## config.mk

```make
export PLATFORM = sky130hd
export DESIGN_NAME = flag_div_sched_flat
export DESIGN_NICKNAME = d
export VERILOG_FILES = /design/src/rtl/flag_div_pkg.sv /design/src/rtl/flag_div_sched_if.sv /design/src/rtl/flag_div_chan.sv /design/src/rtl/flag_div_sched.sv /design/src/flat_wrapper.sv
export SDC_FILE = /design/constraint.sdc
export NUM_CORES = 1
export LEC_CHECK = 0
export ABC_AREA = 1
export CORE_AREA = 2 2 103 95
export DETAILED_ROUTE_END_ITERATION = 16
export DIE_AREA = 0 0 105 97
export HOLD_SLACK_MARGIN = 0.08
export PLACE_DENSITY = 0.73
export SETUP_SLACK_MARGIN = 0.1
export SLEW_MARGIN = 20
export SYNTH_ARGS = -nofsm -noshare
export SYNTH_HDL_FRONTEND = slang
export SYNTH_SLANG_ARGS = --single-unit
```

## constraint.sdc

```tcl
create_clock -name sys_clk -period 2.5 [get_ports sys_clk]
set_input_delay 0.25 -clock sys_clk [delete_from_list [all_inputs] [get_ports sys_clk]]
set_output_delay 0.25 -clock sys_clk [all_outputs]
set_load 0.02 [all_outputs]
```

## src/rtl/flag_div_pkg.sv

```systemverilog
// Shared types and helpers for the flag divider scheduler: config FSM states,
// the reset divide ratio and the channel-index width function.
package flag_div_pkg;

   localparam int RST_DIV_DEF = 5;

   typedef enum logic [1:0] {
      ST_IDLE = 2'd0,
      ST_PEND = 2'd1,
      ST_DONE = 2'd2
   } cfg_state_e;

   // Width of a channel index; at least one bit even for a single channel.
   function automatic int ch_w(input int n);
      return (n > 1) ? $clog2(n) : 1;
   endfunction

endpackage

```

## src/rtl/flag_div_sched_if.sv

```systemverilog
// Config port of the flag divider scheduler.
// Handshake: a request transfers on a rising edge where cfg_valid & cfg_ready;
// the requester keeps cfg_valid and the payload stable until that edge.
// Optional FLAG_DIV_SCHED_PHASE_EN adds the cfg_phase payload field.
interface flag_div_sched_if
   import flag_div_pkg::*;
#(
   parameter int NCH   = 4,
   parameter int DIV_W = 8
);
   localparam int CH_W = ch_w(NCH);

   logic             cfg_valid;
   logic             cfg_ready;
   logic [CH_W-1:0]  cfg_ch;
   logic [DIV_W-1:0] cfg_div;
   logic             cfg_en;
   logic             cfg_done;
   logic             cfg_err;
`ifdef FLAG_DIV_SCHED_PHASE_EN
   logic [DIV_W-1:0] cfg_phase;
`endif

   modport master (
`ifdef FLAG_DIV_SCHED_PHASE_EN
      output cfg_phase,
`endif
      output cfg_valid, cfg_ch, cfg_div, cfg_en,
      input  cfg_ready, cfg_done, cfg_err
   );

   modport slave (
`ifdef FLAG_DIV_SCHED_PHASE_EN
      input  cfg_phase,
`endif
      input  cfg_valid, cfg_ch, cfg_div, cfg_en,
      output cfg_ready, cfg_done, cfg_err
   );

endinterface

```

## src/rtl/flag_div_chan.sv

```systemverilog
// One flag divider channel: counter, active divide ratio and enable.
// New settings load on commit_i; sync_i restarts the period and drops the flag.
// With FLAG_DIV_SCHED_PHASE_EN the flag fires at cnt==phase instead of the wrap.
module flag_div_chan #(
   parameter int DIV_W   = 8,
   parameter int RST_DIV = 5
) (
   input  logic             sys_clk,
   input  logic             sys_rst_n,
   input  logic             commit_i,
   input  logic [DIV_W-1:0] div_i,
   input  logic             en_i,
`ifdef FLAG_DIV_SCHED_PHASE_EN
   input  logic [DIV_W-1:0] phase_i,
`endif
   input  logic             sync_i,
   output logic             flag_o,
   output logic             wrap_o,
   output logic             en_o
);

   logic [DIV_W-1:0] cnt_q, cnt_d;
   logic [DIV_W-1:0] div_q, div_d;
   logic             en_q, en_d;
   logic             flag_q, flag_d;
   logic             last;
   logic             fire;

   assign last = (cnt_q == (div_q - DIV_W'(1)));

`ifdef FLAG_DIV_SCHED_PHASE_EN
   logic [DIV_W-1:0] phase_q, phase_d;
   assign fire = en_q & (cnt_q == phase_q);
`else
   assign fire = en_q & last;
`endif

   assign flag_o = flag_q;
   assign wrap_o = en_q & last;
   assign en_o   = en_q;

   // Next counter/settings: count while enabled, load on commit, restart on sync.
   always_comb begin
      cnt_d  = cnt_q;
      div_d  = div_q;
      en_d   = en_q;
      flag_d = fire;
`ifdef FLAG_DIV_SCHED_PHASE_EN
      phase_d = phase_q;
`endif
      if (en_q) begin
         cnt_d = last ? '0 : cnt_q + DIV_W'(1);
      end else begin
         cnt_d = '0;
      end
      // Commit only happens at a wrap, while disabled, or with sync,
      // so the new period always starts from zero.
      if (commit_i) begin
         div_d = div_i;
         en_d  = en_i;
         cnt_d = '0;
`ifdef FLAG_DIV_SCHED_PHASE_EN
         phase_d = phase_i;
`endif
      end
      if (sync_i) begin
         cnt_d  = '0;
         flag_d = 1'b0;
      end
   end

   // Channel state register.
   always_ff @(posedge sys_clk or negedge sys_rst_n) begin
      if (!sys_rst_n) begin
         cnt_q  <= '0;
         div_q  <= DIV_W'(RST_DIV);
         en_q   <= 1'b0;
         flag_q <= 1'b0;
`ifdef FLAG_DIV_SCHED_PHASE_EN
         phase_q <= '0;
`endif
      end else begin
         cnt_q  <= cnt_d;
         div_q  <= div_d;
         en_q   <= en_d;
         flag_q <= flag_d;
`ifdef FLAG_DIV_SCHED_PHASE_EN
         phase_q <= phase_d;
`endif
      end
   end

endmodule

```

## src/rtl/flag_div_sched.sv

```systemverilog
// Runtime-programmable scheduler for NCH clock-enable flag dividers.
// Holds the config FSM (IDLE/PEND/DONE), the shadow request and the legality
// checks; a request commits to its channel at that channel's wrap, while the
// channel is disabled, or on sync_req. Optional macro: FLAG_DIV_SCHED_PHASE_EN.
module flag_div_sched
   import flag_div_pkg::*;
#(
   parameter int NCH     = 4,
   parameter int DIV_W   = 8,
   parameter int RST_DIV = RST_DIV_DEF
) (
   input  logic             sys_clk,
   input  logic             sys_rst_n,
   flag_div_sched_if.slave  cfg,
   input  logic             sync_req,
   output logic [NCH-1:0]   clk_flag,
   output cfg_state_e       dbg_state_o
);

   localparam int CH_W = ch_w(NCH);

   cfg_state_e       state_q, state_d;
   logic [CH_W-1:0]  sh_ch_q, sh_ch_d;
   logic [DIV_W-1:0] sh_div_q, sh_div_d;
   logic             sh_en_q, sh_en_d;
   logic             err_q, err_d;
   logic             commit;
   logic             hs;
   logic             req_ok;
   logic [NCH-1:0]   wrap;
   logic [NCH-1:0]   chan_en;

`ifdef FLAG_DIV_SCHED_PHASE_EN
   logic [DIV_W-1:0] sh_ph_q, sh_ph_d;
   assign req_ok = (int'(cfg.cfg_ch) < NCH) && (cfg.cfg_div != '0) &&
                   (cfg.cfg_phase < cfg.cfg_div);
`else
   assign req_ok = (int'(cfg.cfg_ch) < NCH) && (cfg.cfg_div != '0);
`endif

   assign hs            = cfg.cfg_valid & cfg.cfg_ready;
   assign cfg.cfg_ready = (state_q == ST_IDLE);
   assign cfg.cfg_done  = (state_q == ST_DONE);
   assign cfg.cfg_err   = err_q;
   assign dbg_state_o   = state_q;

   // Config FSM next state, shadow capture, commit decision and error pulse.
   always_comb begin
      state_d  = state_q;
      sh_ch_d  = sh_ch_q;
      sh_div_d = sh_div_q;
      sh_en_d  = sh_en_q;
      err_d    = 1'b0;
      commit   = 1'b0;
`ifdef FLAG_DIV_SCHED_PHASE_EN
      sh_ph_d  = sh_ph_q;
`endif
      unique case (state_q)
         ST_IDLE: begin
            if (hs) begin
               if (req_ok) begin
                  sh_ch_d  = cfg.cfg_ch;
                  sh_div_d = cfg.cfg_div;
                  sh_en_d  = cfg.cfg_en;
`ifdef FLAG_DIV_SCHED_PHASE_EN
                  sh_ph_d  = cfg.cfg_phase;
`endif
                  state_d  = ST_PEND;
               end else begin
                  err_d = 1'b1;
               end
            end
         end
         ST_PEND: begin
            if (sync_req || wrap[sh_ch_q] || !chan_en[sh_ch_q]) begin
               commit  = 1'b1;
               state_d = ST_DONE;
            end
         end
         ST_DONE: state_d = ST_IDLE;
         default: state_d = ST_IDLE;
      endcase
   end

   // Config FSM and shadow registers; reset discards any pending request.
   always_ff @(posedge sys_clk or negedge sys_rst_n) begin
      if (!sys_rst_n) begin
         state_q  <= ST_IDLE;
         sh_ch_q  <= '0;
         sh_div_q <= '0;
         sh_en_q  <= 1'b0;
         err_q    <= 1'b0;
`ifdef FLAG_DIV_SCHED_PHASE_EN
         sh_ph_q  <= '0;
`endif
      end else begin
         state_q  <= state_d;
         sh_ch_q  <= sh_ch_d;
         sh_div_q <= sh_div_d;
         sh_en_q  <= sh_en_d;
         err_q    <= err_d;
`ifdef FLAG_DIV_SCHED_PHASE_EN
         sh_ph_q  <= sh_ph_d;
`endif
      end
   end

   for (genvar i = 0; i < NCH; i++) begin : g_ch
      flag_div_chan #(
         .DIV_W   (DIV_W),
         .RST_DIV (RST_DIV)
      ) u_chan (
         .sys_clk   (sys_clk),
         .sys_rst_n (sys_rst_n),
         .commit_i  (commit & (sh_ch_q == CH_W'(i))),
         .div_i     (sh_div_q),
         .en_i      (sh_en_q),
`ifdef FLAG_DIV_SCHED_PHASE_EN
         .phase_i   (sh_ph_q),
`endif
         .sync_i    (sync_req),
         .flag_o    (clk_flag[i]),
         .wrap_o    (wrap[i]),
         .en_o      (chan_en[i])
      );
   end

endmodule
```

## src/flat_wrapper.sv

```systemverilog
// flat-port wrapper written by rule: the top's interface ports become plain ports
module flag_div_sched_flat import flag_div_pkg::*;
#(
   parameter int NCH     = 4,
   parameter int DIV_W   = 8,
   parameter int RST_DIV = RST_DIV_DEF
)
  (sys_clk, sys_rst_n, sync_req, clk_flag, dbg_state_o, cfg_cfg_valid, cfg_cfg_ch, cfg_cfg_div, cfg_cfg_en, cfg_cfg_ready, cfg_cfg_done, cfg_cfg_err);
  flag_div_sched_if #(.NCH(NCH), .DIV_W(DIV_W)) cfg_i ();
  input  logic sys_clk;
  input  logic sys_rst_n;
  input  logic sync_req;
  output logic [NCH-1:0] clk_flag;
  output cfg_state_e dbg_state_o;
  input wire logic [$bits(cfg_i.cfg_valid)-1:0] cfg_cfg_valid;
  input wire logic [$bits(cfg_i.cfg_ch)-1:0] cfg_cfg_ch;
  input wire logic [$bits(cfg_i.cfg_div)-1:0] cfg_cfg_div;
  input wire logic [$bits(cfg_i.cfg_en)-1:0] cfg_cfg_en;
  output wire logic [$bits(cfg_i.cfg_ready)-1:0] cfg_cfg_ready;
  output wire logic [$bits(cfg_i.cfg_done)-1:0] cfg_cfg_done;
  output wire logic [$bits(cfg_i.cfg_err)-1:0] cfg_cfg_err;
  assign cfg_i.cfg_valid = cfg_cfg_valid;
  assign cfg_i.cfg_ch = cfg_cfg_ch;
  assign cfg_i.cfg_div = cfg_cfg_div;
  assign cfg_i.cfg_en = cfg_cfg_en;
  assign cfg_cfg_ready = cfg_i.cfg_ready;
  assign cfg_cfg_done = cfg_i.cfg_done;
  assign cfg_cfg_err = cfg_i.cfg_err;
  flag_div_sched #(.NCH(NCH), .DIV_W(DIV_W), .RST_DIV(RST_DIV)) u_core (.sys_clk(sys_clk), .sys_rst_n(sys_rst_n), .cfg(cfg_i), .sync_req(sync_req), .clk_flag(clk_flag), .dbg_state_o(dbg_state_o));
endmodule
```

Word-level counts from Yosys, hierarchy flattened

Cells that the tools add are included.

Bits in registers: 86
Input port bits: 15
Output and inout port bits: 9
Logic and storage cells: 92

Add/sub/neg operators: 8
Order comparisons: 1
Eq/ne operators: 12
Muxes and demuxes: 33
Bitwise logic cells: 9
Reductions and logical operators: 8

Operators with widths:

| kind                | number |
|---|---|
| $mux 8              | 16 |
| $add 8x1->8 const B | 4 |
| $eq 8x8->1          | 4 |
| $sub 8x1->8 const B | 4 |
| $mux 1              | 11 |
| $and 1x1->1         | 9 |
| $reduce_bool 8->1   | 1 |
| $eq 2x2->1 const B  | 3 |
| $mux 2              | 3 |
| $reduce_and 3->1    | 2 |
| $bmux 1 s2          | 2 |
| $eq 2x1->1 const B  | 2 |
| $logic_not 2->1     | 2 |
| $ne 2x2->1 const B  | 2 |
| $pmux 2 s2          | 1 |
| $lt 2x3->1 const B  | 1 |
| $logic_or 1x1->1    | 2 |
| $ne 2x1->1 const B  | 1 |
| $logic_not 1->1     | 1 |

Longest topological paths before layout

Gate-level depths: netlist (run 1).

Word-level depth: 12
Mapped depth: 18
Depth with buffers taken out: 17

Hierarchy

From an unflattened synthesis (run 1), not the netlist that was laid out.

Cell total of the unflattened synthesis: 609
Area, all modules: 4690.7 um^2

By module, submodules not included:

| module         | times used | cells each | area each (um^2) | seq. area each (um^2) |
|---|---|---|---|---|
| flag_div_chan  | 4          | 128        | 998.5            | 452.9 |
| flag_div_sched | 1          | 97         | 696.9            | 350.3 |

Least setup slack after synthesis (run 1)

Ideal clock, no wire load.

Kind: register to register
Start point: register u_core.g_ch[2].u_chan.div_q[0]
End point: register u_core.g_ch[0].u_chan.en_q
Setup time: 0.120 ns
Arrival: 2.138 ns
Required time: 2.380 ns
Path slack: 0.242 ns
Cell stages (with the launch flop): 17
Path buffers: 1
Clock period less this slack: 2.258 ns
Path through: dfstp_2 -> inv_1 -> ha_1 -> or2_1 -> nand2_1 -> nand2_1 -> nand2_1 -> nand3_1 -> nor2_1 -> nand3_1 -> nor2_1 -> nor2_2 -> nand2_2 -> buf_6 -> nand3_4 -> nand2_4 -> nand2_1

Cells in the longest elaborated chain, start to end: 10

Ends and longest elaborated chain:

| what                          | RTL line              | text |
|---|---|---|
| start, declared               | flag_div_chan.sv:23   | `logic [DIV_W-1:0] div_q, div_d;` |
| start signal, assigned        | flag_div_chan.sv:76   | `div_q <= DIV_W'(RST_DIV);` |
| start signal, assigned        | flag_div_chan.sv:84   | `div_q <= div_d;` |
| $sub 8x1->8                   | flag_div_chan.sv:29   | `assign last = (cnt_q == (div_q - DIV_W'(1)));` |
| $eq 8x8->1                    | flag_div_chan.sv:29   |  |
| $and 1x1->1                   | flag_div_chan.sv:39   | `assign wrap_o = en_q & last;` |
| $bmux 1 s2                    | flag_div_sched.sv:75  | `if (sync_req \|\| wrap[sh_ch_q] \|\| !chan_en[sh_ch_q]) begin` |
| $mux 1 (not written as such)  | flag_div_sched.sv:75  |  |
| $logic_or 1x1->1 (2 in a row) | flag_div_sched.sv:75  |  |
| $mux 1                        | flag_div_sched.sv:75  |  |
| $mux 1                        | flag_div_sched.sv:58  | `unique case (state_q)` |
| $and 1x1->1                   | flag_div_sched.sv:115 | `.commit_i (commit & (sh_ch_q == CH_W'(i))),` |
| end signal, assigned          | flag_div_chan.sv:85   | `en_q <= en_d;` |
| end, declared                 | flag_div_chan.sv:24   | `logic en_q, en_d;` |

Every way passes these cells. The select of a mux whose other input is x is not followed.
A chain may end at the register's enable or synchronous reset.

Final worst setup path (run 1)

Start point: register u_core.g_ch[1].u_chan.div_q[0]
End point: register u_core.g_ch[0].u_chan.cnt_q[6]

Cells in the longest elaborated chain, start to end: 12

Ends and longest elaborated chain:

| what                               | RTL line              | text |
|---|---|---|
| start, declared                    | flag_div_chan.sv:23   |  |
| start signal, assigned             | flag_div_chan.sv:76   |  |
| start signal, assigned             | flag_div_chan.sv:84   |  |
| $sub 8x1->8                        | flag_div_chan.sv:29   |  |
| $eq 8x8->1                         | flag_div_chan.sv:29   |  |
| $and 1x1->1                        | flag_div_chan.sv:39   |  |
| $bmux 1 s2                         | flag_div_sched.sv:75  |  |
| $mux 1 (not written as such)       | flag_div_sched.sv:75  |  |
| $logic_or 1x1->1 (2 in a row)      | flag_div_sched.sv:75  |  |
| $mux 1                             | flag_div_sched.sv:75  |  |
| $mux 1                             | flag_div_sched.sv:58  |  |
| $and 1x1->1                        | flag_div_sched.sv:115 |  |
| $mux 8                             | flag_div_chan.sv:58   | `if (commit_i) begin` |
| $mux 8                             | flag_div_chan.sv:66   | `if (sync_i) begin` |
| via u_core.g_ch[0].u_chan.cnt_d[6] | flag_div_chan.sv:22   | `logic [DIV_W-1:0] cnt_q, cnt_d;` |
| end signal, assigned               | flag_div_chan.sv:83   | `cnt_q <= cnt_d;` |
| end, declared                      | flag_div_chan.sv:22   |  |

The timed path passes the listed nets, and every way through them passes these cells. The select of a mux whose other input is x is not followed.

==> results of run 1 <==
-- synth_stat cells (2+ instances only) --
cell type / instances / share of area [%]
sky130_fd_sc_hd__nand3b_1: 11 / 1.7
sky130_fd_sc_hd__nand2_1: 166 / 13
sky130_fd_sc_hd__or2_0: 3 / 0.38
sky130_fd_sc_hd__mux2_2: 10 / 2.3
sky130_fd_sc_hd__nand2_2: 4 / 0.51
sky130_fd_sc_hd__or3b_2: 4 / 0.71
sky130_fd_sc_hd__nand4_1: 41 / 5.2
sky130_fd_sc_hd__dfrtp_1: 78 / 40
sky130_fd_sc_hd__xnor2_1: 16 / 2.8
sky130_fd_sc_hd__buf_1: 2 / 0.15
sky130_fd_sc_hd__nor4_1: 6 / 0.76
sky130_fd_sc_hd__buf_2: 7 / 0.71
sky130_fd_sc_hd__nor2_1: 94 / 7.2
sky130_fd_sc_hd__xor2_1: 15 / 2.7
sky130_fd_sc_hd__nand3_1: 48 / 4.9
sky130_fd_sc_hd__o21ai_0: 12 / 1.2
sky130_fd_sc_hd__inv_1: 52 / 4.0
sky130_fd_sc_hd__nand3_2: 3 / 0.61
sky130_fd_sc_hd__nor2_2: 4 / 0.51
sky130_fd_sc_hd__a21oi_1: 7 / 0.71
sky130_fd_sc_hd__buf_4: 4 / 0.61
sky130_fd_sc_hd__nor3_1: 5 / 0.51
sky130_fd_sc_hd__or2_2: 5 / 0.63
sky130_fd_sc_hd__dfstp_2: 8 / 4.3
sky130_fd_sc_hd__clkbuf_8: 3 / 0.84
sky130_fd_sc_hd__ha_1: 8 / 2.0
sky130_fd_sc_hd__o21bai_1: 2 / 0.30
-- worst register-to-register path: stages, from the launching register on --
cell and delay (ps):
sky130_fd_sc_hd__dfstp_2 570, sky130_fd_sc_hd__inv_2 70, sky130_fd_sc_hd__ha_2 210, sky130_fd_sc_hd__nand2_2 90
sky130_fd_sc_hd__nor2_1 50, sky130_fd_sc_hd__xor2_1 130, sky130_fd_sc_hd__nand2_1 120, sky130_fd_sc_hd__nor2_2 140
sky130_fd_sc_hd__nand4_1 160, sky130_fd_sc_hd__nand2_1 100, sky130_fd_sc_hd__inv_1 80, sky130_fd_sc_hd__nand2_4 140
sky130_fd_sc_hd__buf_8 140, sky130_fd_sc_hd__nand3_4 120, sky130_fd_sc_hd__nand2_4 130, sky130_fd_sc_hd__nor2_1 50
-- power groups by stage --
stage	logic (W)	clock network [W]	registers [W]
6_report	0.00306	0.00110	0.00236
5_1_grt	0.00342	0.00118	0.00242
4_1_cts	0.00271	0.00111	0.00231
3_5_place_dp	0.00265	0	0.00234
3_3_place_gp	0.00256	0	0.00232
2_1_floorplan	0.00209	0	0.00218
-- layout make-up --
type                    instances  area, sq um  area share, %
multi-input cells             474         2590           44.6
flip-flops and latches         86         2160           37.2
clock inverters                 5         83.8           1.44
inverters                      53          199           3.43
clock buffers                  11          141           2.43
repair buffers                 48          478           8.23
well taps                     122          153           2.63
-- metrics by stage --
stage / setup WS (ps) / setup TNS (ps) / cell area [sq um] / total power (W)
final: 93.7 / 0 / 5810 / 0.00651
after global routing: -33.0 / -322 / 5810 / 0.00701
after CTS: 87.4 / 0 / 5610 / 0.00614
after detailed placement: -4.88 / -4.88 / 5330 / 0.00498
after global placement: 69.5 / 0 / 5330 / 0.00488
after floorplan: 242 / 0 / 4930 / 0.00427
-- cells by family (layout without fill, tap and decap cells) --
kind of cell | Yosys count | after routing | share of synthesized area (%)
adder cells (fa/ha/maj) | 8 | 8 | 2.03
multiplexers | 10 | 10 | 2.28
XOR/XNOR | 31 | 31 | 5.51
AO/OA/AOI/OAI | 23 | 23 | 2.51
flip-flops | 86 | 86 | 43.8
buffers and inverters | 70 | 117 | 6.57
AND/OR/NAND/NOR | 400 | 402 | 37.2
-- routing by layer --
metal / part of all wire [%] / routed length, microns
met5: 0 / 0
met3: 3.0 / 333
met1: 47 / 5260
met4: 1.5 / 165
met2: 49 / 5480
-- path summary, 6_finish.rpt --
| path | endpoint | cells after the start | from |
|---|---|---|---|
| setup / recovery | u_core.g_ch[0].u_chan.cnt_q[6] | 15 | u_core.g_ch[1].u_chan.div_q[0] |
| hold / removal | u_core.g_ch[3].u_chan.cnt_q[4] | 2 | sys_rst_n |
| setup reg to reg | u_core.g_ch[0].u_chan.cnt_q[6] | 15 | u_core.g_ch[1].u_chan.div_q[0] |
| hold reg to reg | u_core.g_ch[2].u_chan.div_q[2] | 2 | u_core.g_ch[2].u_chan.div_q[2] |
| max in group asynchronous | u_core.g_ch[1].u_chan.div_q[2] | 3 | sys_rst_n |
| min in group sys_clk | u_core.cfg.cfg_err | 3 | cfg_cfg_valid |
-- registers in the layout, indices dropped and copies added (netlist names) --
| name | flops |
|---|---|
| u_core.g_ch.u_chan.cnt_q | 32 |
| u_core.g_ch.u_chan.div_q | 32 |
| u_core.sh_div_q | 8 |
| u_core.g_ch.u_chan.en_o | 4 |
| u_core.g_ch.u_chan.flag_o | 4 |
| u_core.dbg_state_o | 2 |
| u_core.sh_ch_q | 2 |
| u_core.cfg.cfg_err | 1 |
| u_core.sh_en_q | 1 |
-- timing repair --
item | in CTS | in global routing
pin swaps | 1 | 16
hold buffers | 1 | 0
cloned | 2 | 1
endpoints found under the hold margin | 39 | 0
endpoints found under the setup margin | 33 | 68
resized for setup | 5 | 41
buffers inserted | 0 | 5
==> results.txt, run 1 <==
----------------------------------------------------
[Synthesis]
  Netlist Area Pre-Place ... 4930 sq um
  Share of async-settable or async-resettable flops after synthesis ... 100%
  Most frequently used flop master after synthesis ... sky130_fd_sc_hd__dfrtp_1
  Total of warnings raised by yosys ... 0
  Number of synthesized flops with an enable pin ... 0
  Share of the yosys chip area belonging to registers ... 43.8%
  Synthesized flop and latch total ... 86
  Synthesized netlist net count ... 651
  Number of instances in the synthesized netlist ... 628
  Number of unique standard cell types used by synthesis ... 37
  Avg Synthesized Cell Area ... 7.85 sq um

[STA]
  Slew margin rel. ... 59.9%
  Transition at the pin with the smallest max-transition slack ... 602 ps
  Minimum clock period ... 2410 ps
  Timing-limited maximum frequency ... 416 MHz
  RSZ-0062 raised after global routing ... true
  Final slew viol count ... 0
  Count of endpoints failing setup in the final report ... 0
  Maximum clock skew at final layout ... 11.8 ps
  Worst hold slack across all endpoints ... 453 ps
  Fin crit share ... 96.3%
  Final hold viol count ... 0

[GRT]
  Largest net degree at the start of global routing ... 47
  Global routing met2 resource utilization ... 37.0%
  Fraction of met3 tracks used by global routing ... 2.70%
  Number of global-route vias before repair ... 4154
  Total congestion overflow ... 0
  Global route hottest layer ... met2
  Met1 routing resource usage after global routing ... 31.1%
  Global-route wire length before repair ... 18.9 mm
  Global-route usage over all layers ... 22.6%
  Number of antenna violations at the first check in global routing ... 0

[CTS]
  Clock edge transition at the registers on the reported setup and hold paths ... 80 ps
  Clock sink count ... 86
  Clock tree from TritonCTS ... yes
  Clk_lat worst skew ... 360 ps
  Bufs on Longest Clock Path ... 2
  Htree depth ... 3
  Total clock buffers created by CTS ... 9
  Clock root buffer ... sky130_fd_sc_hd__clkbuf_8

[Final layout]
  Area grow syn2layout ... 17.8%
  Count of fill cells added during filler insertion ... 770
  Post-route core utilization ... 64.5%
  Most common library cell in the layout ignoring fill and taps ... sky130_fd_sc_hd__nand2_1
  Most used cells in the layout excluding fill and tap cells ... 152 x sky130_fd_sc_hd__nand2_1, 89 x sky130_fd_sc_hd__nor2_1, 78 x sky130_fd_sc_hd__dfrtp_1, 48 x sky130_fd_sc_hd__inv_1, 46 x sky130_fd_sc_hd__nand3_1
  Number of antenna cells inserted ... 0
  Post-layout instance count excluding filler cells ... 799
  Final net count ... 695
  Share of post-route cells with drive strength above 1 ... 16.2%

[Worst hold path]
  Kind of path behind the tightest hold check ... input port to async pin

[Worst setup path]
  Cell with the largest stage delay on the worst path ... sky130_fd_sc_hd__dfstp_2
  Biggest cell delay along the critical path ... 570 ps
  Crit end category ... register
  Peak fanout along the critical path ... 8
  Path type of the worst setup path ... register to register
  Startpoint kind of the worst setup timing path ... register
  Crit path max-delay family ... simple AND/OR/NAND/NOR gates
  Arrival time of the worst setup path ... 2660 ps
  Worst path bufs/invs ... 3
  Required @ worst endpoint ... 2750 ps
  Slack of the worst reg-to-reg path ... 90 ps
  Worst-path cell chain ... inv_2, ha_2, nand2_2, nor2_1, xor2_1, nand2_1, nor2_2, nand4_1, nand2_1, inv_1, nand2_4, buf_8, nand3_4, nand2_4, nor2_1

[Routing]
  Total via count after detailed routing ... 4308
  Remaining antenna violation count after routing ... 0
  Routed wire per std cell ... 14.1 microns
  Wirelength, routed ... 11.2 mm
  Iter 0 DRT Violations ... 219
  Via-to-Cell Ratio ... 5.39
  DRC ... 0
  Drt pass-1 iters ... 4

[Placed design]
  Half-perimeter wire length of the detailed placement result ... 7.77 mm
  Placed Instances ... 774
  Final Wtd Congestion ... 0.906
  PortBufs ... 23

[Floorplanning]
  Height of the die ... 97 microns
  Width of the die ... 105 microns
  Starting Density ... 54.8%
  Total number of placement rows ... 33
  Top-level I/O count ... 24
  Total die area ... 10200 sq um
  Placeable Area ... 9000 sq um

[Power and ir drop]
  Reg power frac ... 36.2%
  Fraction of power spent switching nets ... 43.5%
  Max IR drop VDD ... 776 uV
  Part of the total power dissipated in the clock network ... 16.9%
  Comb power frac ... 46.9%
  P_leak ... 2.71 nW
  Net load switching power ... 0.00283 W
  Internal power ... 0.00368 W
  Cell Pwr Density ... 1120 nW/um^2

[Run status]
  Outcome ... finished clean

[Run]
  Number of max-capacitance violations reported ... 0

----------------------------------------------------
Power figures use the tool's default switching activity.
==> run 2, diff against run 1 <==
Settings changed: PLACE_DENSITY 0.73 to 0.83.
==> results.txt, run 2 (synthesis gave the netlist of run 1 again) <==
----------------------------------------------------
[Run status]
  Outcome ... finished clean (unchanged)

[GRT]
  Number of global-route vias before repair ... 4312 (was 4154)
  Global-route usage over all layers ... 23.2% (was 22.6%)
  Global-route wire length before repair ... 19.3 mm (was 18.9 mm)
  Total congestion overflow ... 0 (unchanged)
  Number of antenna violations at the first check in global routing ... 0 (unchanged)
  Largest net degree at the start of global routing ... 46 (was 47)

[Worst setup path]
  Critical register-to-register path startpoint ... u_core.g_ch[0].u_chan.div_q[0] (was u_core.g_ch[1].u_chan.div_q[0])
  Worst r2r path cells ... 17 (was 15)
  Required @ worst endpoint ... 2740 ps (was 2750 ps)
  Launch point of the critical path ... u_core.g_ch[0].u_chan.div_q[0] (was u_core.g_ch[1].u_chan.div_q[0])
  Startpoint kind of the worst setup timing path ... register (unchanged)
  Path type of the worst setup path ... register to register (unchanged)
  Arrival time of the worst setup path ... 2560 ps (was 2660 ps)
  Crit end category ... register (unchanged)
  Peak fanout along the critical path ... 7 (was 8)
  Slack of the worst reg-to-reg path ... 180 ps (was 90 ps)
  Endpoint of the most critical register-to-register path ... u_core.g_ch[0].u_chan.div_q[5] (was u_core.g_ch[0].u_chan.cnt_q[6])
  Critical Path Sink ... u_core.g_ch[0].u_chan.div_q[5] (was u_core.g_ch[0].u_chan.cnt_q[6])

[CTS]
  Bufs on Longest Clock Path ... 2 (unchanged)
  Clock sink count ... 86 (unchanged)
  Clock edge transition at the registers on the reported setup and hold paths ... 90 ps (was 80 ps)
  Total clock buffers created by CTS ... 9 (unchanged)
  Clk_lat worst skew ... 360 ps (about the same)
  Clock root buffer ... sky130_fd_sc_hd__clkbuf_8 (unchanged)
  Htree depth ... 3 (unchanged)
  Clock tree from TritonCTS ... yes (unchanged)

[Floorplanning]
  Total die area ... 10200 sq um (unchanged)
  Height of the die ... 97 microns (unchanged)
  Width of the die ... 105 microns (unchanged)
  Starting Density ... 54.8% (unchanged)
  Top-level I/O count ... 24 (unchanged)
  Total number of placement rows ... 33 (unchanged)
  Placeable Area ... 9000 sq um (unchanged)

[Final layout]
  Area of the multi-input gates ... 2600 sq um (was 2590 sq um)
  Most common library cell in the layout ignoring fill and taps ... sky130_fd_sc_hd__nand2_1 (unchanged)
  Final net count ... 695 (unchanged)
  Registers with the highest flip-flop counts ... u_core.g_ch.u_chan.cnt_q (32), u_core.g_ch.u_chan.div_q (32), u_core.sh_div_q (8) (unchanged)
  Share of post-route cells with drive strength above 1 ... 14.8% (was 16.2%)
  Most used cells in the layout excluding fill and tap cells ... 163 x sky130_fd_sc_hd__nand2_1, 87 x sky130_fd_sc_hd__nor2_1, 78 x sky130_fd_sc_hd__dfrtp_1, 48 x sky130_fd_sc_hd__inv_1, 47 x sky130_fd_sc_hd__nand3_1 (was 152 x sky130_fd_sc_hd__nand2_1, 89 x sky130_fd_sc_hd__nor2_1, 78 x sky130_fd_sc_hd__dfrtp_1, 48 x sky130_fd_sc_hd__inv_1, 46 x sky130_fd_sc_hd__nand3_1)
  Post-layout instance count excluding filler cells ... 799 (unchanged)
  Count of fill cells added during filler insertion ... 726 (was 770)
  Area grow syn2layout ... 17.4% (was 17.8%)
  Register cell area after layout ... 2160 sq um (unchanged)
  Number of antenna cells inserted ... 0 (unchanged)

[Placed design]
  Final Wtd Congestion ... 0.894 (was 0.906)
  Placed Instances ... 765 (was 774)
  PortBufs ... 23 (unchanged)
  Half-perimeter wire length of the detailed placement result ... 7.79 mm (was 7.77 mm)

[Power and ir drop]
  Max IR drop VDD ... 1000 uV (was 776 uV)
  P_leak ... 2.70 nW (was 2.71 nW)
  Cell Pwr Density ... 1120 nW/um^2 (about the same)

[STA]
  Timing-limited maximum frequency ... 431 MHz (was 416 MHz)
  Minimum clock period ... 2320 ps (was 2410 ps)
  Final slew viol count ... 0 (unchanged)
  Count of endpoints failing setup in the final report ... 0 (unchanged)
  Fin crit share ... 92.8% (was 96.3%)
  Final total negative setup slack ... 0 ps (unchanged)
  Maximum clock skew at final layout ... 11.8 ps (about the same)
  Slew margin rel. ... 59.1% (was 59.9%)
  Transition at the pin with the smallest max-transition slack ... 612 ps (was 602 ps)
  Final hold viol count ... 0 (unchanged)
  RSZ-0062 raised after global routing ... true (unchanged)

[Routing]
  DRC ... 0 (unchanged)
  Drt pass-1 iters ... 5 (was 4)
  Iter 0 DRT Violations ... 271 (was 219)
  Via-to-Cell Ratio ... 5.55 (was 5.39)
  Routed wire per std cell ... 14.6 microns (was 14.1 microns)
  Wirelength, routed ... 11.7 mm (was 11.2 mm)
  Met3 wire length ... 541 microns (was 333 microns)
  Total via count after detailed routing ... 4433 (was 4308)
  Detailed-route wire length on metal 1 ... 5.12 mm (was 5.26 mm)
  Highest metal layer with signal wires ... met4 (unchanged)
  Met2 WL ... 5.72 mm (was 5.48 mm)
  Remaining antenna violation count after routing ... 0 (unchanged)

[Run]
  Number of max-capacitance violations reported ... 0 (unchanged)

[Worst hold path]
  Kind of path behind the tightest hold check ... input port to async pin (unchanged)

----------------------------------------------------
[run 2: per-stage QoR]
stage          total power, W  hold slack [ps]  setup WS, ps  instance area (sq um)  utilization [%]
6_report              0.00649              419           181                   5790             64.3
3_3_place_gp          0.00479              266          49.6                   5280             58.6
4_1_cts               0.00618              440          69.7                   5640             62.7
3_5_place_dp          0.00493              276         -18.7                   5280             58.6
5_1_grt               0.00695              476          24.7                   5790             64.3
2_1_floorplan         0.00427            -45.6           242                   4930                -
[run 2: critical path, cell delays in order (launching register included)]
cell,delay [ps]
sky130_fd_sc_hd__dfstp_2,580
sky130_fd_sc_hd__inv_2,80
sky130_fd_sc_hd__ha_4,180
sky130_fd_sc_hd__inv_1,70
sky130_fd_sc_hd__nand2_1,50
sky130_fd_sc_hd__nand3_1,70
sky130_fd_sc_hd__nand2_1,50
sky130_fd_sc_hd__inv_1,50
sky130_fd_sc_hd__nand3_1,100
sky130_fd_sc_hd__nor2_1,110
sky130_fd_sc_hd__nand4_1,130
sky130_fd_sc_hd__nand2_2,120
sky130_fd_sc_hd__nor2_4,60
sky130_fd_sc_hd__nand2_8,100
sky130_fd_sc_hd__buf_12,130
sky130_fd_sc_hd__nand3_4,120
sky130_fd_sc_hd__nand2_1,130
sky130_fd_sc_hd__nand2_1,70
[run 2: repair_timing]
action / CTS / global route
gates cloned: 3 / 0
pin swaps: 3 / 19
endpoints found under the hold margin: 36 / 0
hold buffers: 1 / 0
setup endpoints to repair: 59 / 69
resized for setup: 7 / 30
setup buffers: 9 / 5
[run 2: cell type report]
cell class / instances / area share [%]
Timing Repair Buffer: 48 / 8.00
Sequential cell: 86 / 37.3
Clock inverter: 5 / 1.40
Multi-Input combinational cell: 474 / 44.9
Clock buffer: 11 / 2.27
Inverter: 53 / 3.48
Tap cell: 122 / 2.64
[run 2: worst min-delay path by stage]
| stage | from | to | slack (ps) |
|---|---|---|---|
| after floorplan | sys_rst_n | u_core.cfg.cfg_err | -50 |
| after global placement | sys_rst_n | u_core.g_ch[3].u_chan.cnt_q[0] | 270 |
| after detailed placement | sys_rst_n | u_core.g_ch[3].u_chan.cnt_q[0] | 280 |
| after CTS | sys_rst_n | u_core.g_ch[3].u_chan.cnt_q[0] | 440 |
| after global routing | sys_rst_n | u_core.g_ch[3].u_chan.cnt_q[0] | 480 |
| final | sys_rst_n | u_core.g_ch[3].u_chan.cnt_q[0] | 420 |
[run 2: power by group]
part	leakage, nW	internal, W	switching (W)	total, W
clock network	0.104	0.000566	0.000496	0.00106
logic	1.49	0.00125	0.00182	0.00307
registers	1.11	0.00181	0.000548	0.00236
total	2.70	0.00363	0.00286	0.00649
[run 2: metal layers]
metal | vias up | track usage (%)
li1 | 2144 | -
met1 | 2143 | 30.4
met2 | 123 | 39.1
met3 | 23 | 2.49
met4 | 0 | 9.95
met5 | - | 0
==> run 3, diff against run 2 <==
Settings changed: CORE_AREA 2 2 103 95 to 3 3 104 96, DIE_AREA 0 0 105 97 to 0 0 107 99.
==> results.txt, run 3 (synthesis gave the netlist of run 1 again) <==
----------------------------------------------------
[STA]
  Maximum clock skew at final layout ... 15.7 ps (was 11.8 ps)
  Slew margin rel. ... 61.5% (was 59.1%)
  Minimum clock period ... 2400 ps (was 2320 ps)
  Count of endpoints failing setup in the final report ... 0 (unchanged)
  Final hold viol count ... 0 (unchanged)
  Transition at the pin with the smallest max-transition slack ... 575 ps (was 612 ps)
  Final total negative setup slack ... 0 ps (unchanged)
  RSZ-0062 raised after global routing ... true (unchanged)
  Post-layout worst setup margin ... 101 ps (was 181 ps)
  Final slew viol count ... 0 (unchanged)
  Timing-limited maximum frequency ... 417 MHz (was 431 MHz)
  Fin crit share ... 95.9% (was 92.8%)

[Worst setup path]
  Worst-path cell chain ... inv_2, ha_4, or2_1, nand2_1, nand2_1, nand2_1, nand3_1, nor2_1, nand3_1, nor2_2, nor2_4, nand2_4, buf_12, nand3_4, nand2_8, nand2_2 (was inv_2, ha_4, inv_1, nand2_1, nand3_1, nand2_1, inv_1, nand3_1, nor2_1, nand4_1, nand2_2, nor2_4, nand2_8, buf_12, nand3_4, nand2_1, nand2_1)
  Startpoint kind of the worst setup timing path ... register (unchanged)
  Peak fanout along the critical path ... 5 (was 7)
  Slack of the worst reg-to-reg path ... 100 ps (was 180 ps)
  Crit end category ... register (unchanged)
  Required @ worst endpoint ... 2750 ps (was 2740 ps)
  Arrival time of the worst setup path ... 2650 ps (was 2560 ps)
  Cell with the largest stage delay on the worst path ... sky130_fd_sc_hd__dfstp_2 (unchanged)
  Critical Path Most Common Cell ... sky130_fd_sc_hd__nand2_1 (unchanged)
  Biggest cell delay along the critical path ... 560 ps (was 580 ps)
  Crit path max-delay family ... simple AND/OR/NAND/NOR gates (unchanged)
  Path type of the worst setup path ... register to register (unchanged)
  Worst path bufs/invs ... 2 (was 4)

[Run]
  Number of max-capacitance violations reported ... 0 (unchanged)

[Placed design]
  PortBufs ... 23 (unchanged)
  Final Wtd Congestion ... 0.869 (was 0.894)
  Area of placed instances ... 5280 sq um (about the same)
  Half-perimeter wire length of the detailed placement result ... 8.00 mm (was 7.79 mm)
  Post-place setup slack ... -70.4 ps (was -18.7 ps)

[Routing]
  Via-to-Cell Ratio ... 5.57 (was 5.55)
  Remaining antenna violation count after routing ... 0 (unchanged)
  Routed wire per std cell ... 14.6 microns (about the same)
  Total via count after detailed routing ... 4439 (was 4433)
  DRC ... 0 (unchanged)
  Drt pass-1 iters ... 5 (unchanged)
  Iter 0 DRT Violations ... 294 (was 271)
  Wirelength, routed ... 11.7 mm (about the same)

[CTS]
  Clk_lat worst skew ... 360 ps (about the same)
  Htree depth ... 3 (unchanged)
  Clock edge transition at the registers on the reported setup and hold paths ... 100 ps (was 90 ps)
  Clock sink count ... 86 (unchanged)
  Bufs on Longest Clock Path ... 2 (unchanged)
  Clock root buffer ... sky130_fd_sc_hd__clkbuf_8 (unchanged)
  Total clock buffers created by CTS ... 9 (unchanged)
  Clock tree from TritonCTS ... yes (unchanged)

[GRT]
  Total congestion overflow ... 0 (unchanged)
  Number of antenna violations at the first check in global routing ... 0 (unchanged)
  Global-route usage over all layers ... 21.4% (was 23.2%)
  Number of global-route vias before repair ... 4225 (was 4312)
  Largest net degree at the start of global routing ... 58 (was 46)
  Global-route wire length before repair ... 18.6 mm (was 19.3 mm)

[Floorplanning]
  Height of the die ... 99 microns (was 97 microns)
  Total die area ... 10600 sq um (was 10200 sq um)
  Top-level I/O count ... 24 (unchanged)
  Total number of placement rows ... 33 (unchanged)
  Placeable Area ... 9040 sq um (was 9000 sq um)
  Width of the die ... 107 microns (was 105 microns)
  Starting Density ... 54.5% (was 54.8%)

[Power and ir drop]
  Max IR drop VDD ... 653 uV (was 1000 uV)
  Cell Pwr Density ... 1120 nW/um^2 (about the same)
  P_leak ... 2.69 nW (was 2.70 nW)

[Final layout]
  Share of post-route cells with drive strength above 1 ... 15.4% (was 14.8%)
  Final net count ... 693 (was 695)
  Area grow syn2layout ... 17.5% (was 17.4%)
  Registers with the highest flip-flop counts ... u_core.g_ch.u_chan.cnt_q (32), u_core.g_ch.u_chan.div_q (32), u_core.sh_div_q (8) (unchanged)
  Post-route core utilization ... 64.1% (was 64.3%)
  Most common library cell in the layout ignoring fill and taps ... sky130_fd_sc_hd__nand2_1 (unchanged)
  Most used cells in the layout excluding fill and tap cells ... 162 x sky130_fd_sc_hd__nand2_1, 82 x sky130_fd_sc_hd__nor2_1, 78 x sky130_fd_sc_hd__dfrtp_1, 48 x sky130_fd_sc_hd__inv_1, 48 x sky130_fd_sc_hd__nand3_1 (was 163 x sky130_fd_sc_hd__nand2_1, 87 x sky130_fd_sc_hd__nor2_1, 78 x sky130_fd_sc_hd__dfrtp_1, 48 x sky130_fd_sc_hd__inv_1, 47 x sky130_fd_sc_hd__nand3_1)
  Post-route cell area ... 5800 sq um (was 5790 sq um)
  Number of antenna cells inserted ... 0 (unchanged)

[Worst hold path]
  Kind of path behind the tightest hold check ... input port to async pin (unchanged)

[Run status]
  Outcome ... finished clean (unchanged)

----------------------------------------------------
[run 3: what timing repair did]
item | 4_1_cts | 5_1_grt
hold endpoints to repair | 29 | 0
pin swaps | 0 | 16
resized for setup | 8 | 33
gates cloned | 0 | 6
hold buffers | 1 | 0
buffers inserted | 0 | 7
setup endpoints to repair | 55 | 68
[run 3: metrics by stage]
step                      hold WS, ps  power [W]  cells
after floorplan                 -45.6    0.00427    628
after global placement            205    0.00480    767
after detailed placement          211    0.00495    767
after CTS                         361    0.00609    784
after global routing              385    0.00699    797
final                             351    0.00651    797
[run 3: worst register-to-register path: stages, from the launching register on]
cell	delay (ps)
sky130_fd_sc_hd__dfstp_2	560
sky130_fd_sc_hd__inv_2	60
sky130_fd_sc_hd__ha_4	150
sky130_fd_sc_hd__or2_1	210
sky130_fd_sc_hd__nand2_1	60
sky130_fd_sc_hd__nand2_1	50
sky130_fd_sc_hd__nand2_1	60
sky130_fd_sc_hd__nand3_1	60
sky130_fd_sc_hd__nor2_1	130
sky130_fd_sc_hd__nand3_1	130
sky130_fd_sc_hd__nor2_2	180
sky130_fd_sc_hd__nor2_4	60
sky130_fd_sc_hd__nand2_4	100
sky130_fd_sc_hd__buf_12	120
sky130_fd_sc_hd__nand3_4	150
sky130_fd_sc_hd__nand2_8	150
sky130_fd_sc_hd__nand2_2	60
[run 3: per-layer routing]
layer,up-vias,GRT usage (%),wire length [microns],part of all wire (%)
met5,-,0,0,0
met4,0,6.78,162,1.4
met3,18,3.21,567,4.9
met2,131,35.4,5690,49
met1,2130,29.1,5240,45
li1,2160,-,-,-
[run 3: layout make-up]
cell class                 count  area, sq um
timing repair buffer          42          418
tap                          122          153
clock inverter                 5         66.3
inverter                      53          199
fill                         699         3250
sequential                    86         2160
clock buffer                  11          151
multi-input combinational    478         2650
[run 3: final timing paths]
| path | endpoint | from | cells after the start |
|---|---|---|---|
| hold / removal | u_core.g_ch[0].u_chan.cnt_q[3] | sys_rst_n | 2 |
| setup / recovery | u_core.g_ch[0].u_chan.en_o | u_core.g_ch[2].u_chan.div_q[0] | 16 |
| min in group sys_clk | u_core.cfg.cfg_err | cfg_cfg_valid | 3 |
| max in group asynchronous | u_core.g_ch[2].u_chan.div_q[0] | sys_rst_n | 3 |
| setup reg to reg | u_core.g_ch[0].u_chan.en_o | u_core.g_ch[2].u_chan.div_q[0] | 16 |
| hold reg to reg | u_core.g_ch[1].u_chan.div_q[0] | u_core.g_ch[1].u_chan.div_q[0] | 2 |
[run 3: power by group]
| part | leakage [nW] | internal [W] | switching [W] | total, W |
|---|---|---|---|---|
| Combinational | 1.47 | 0.00125 | 0.00183 | 0.00308 |
| Clock | 0.108 | 0.000527 | 0.000526 | 0.00105 |
| Sequential | 1.11 | 0.00181 | 0.000569 | 0.00238 |
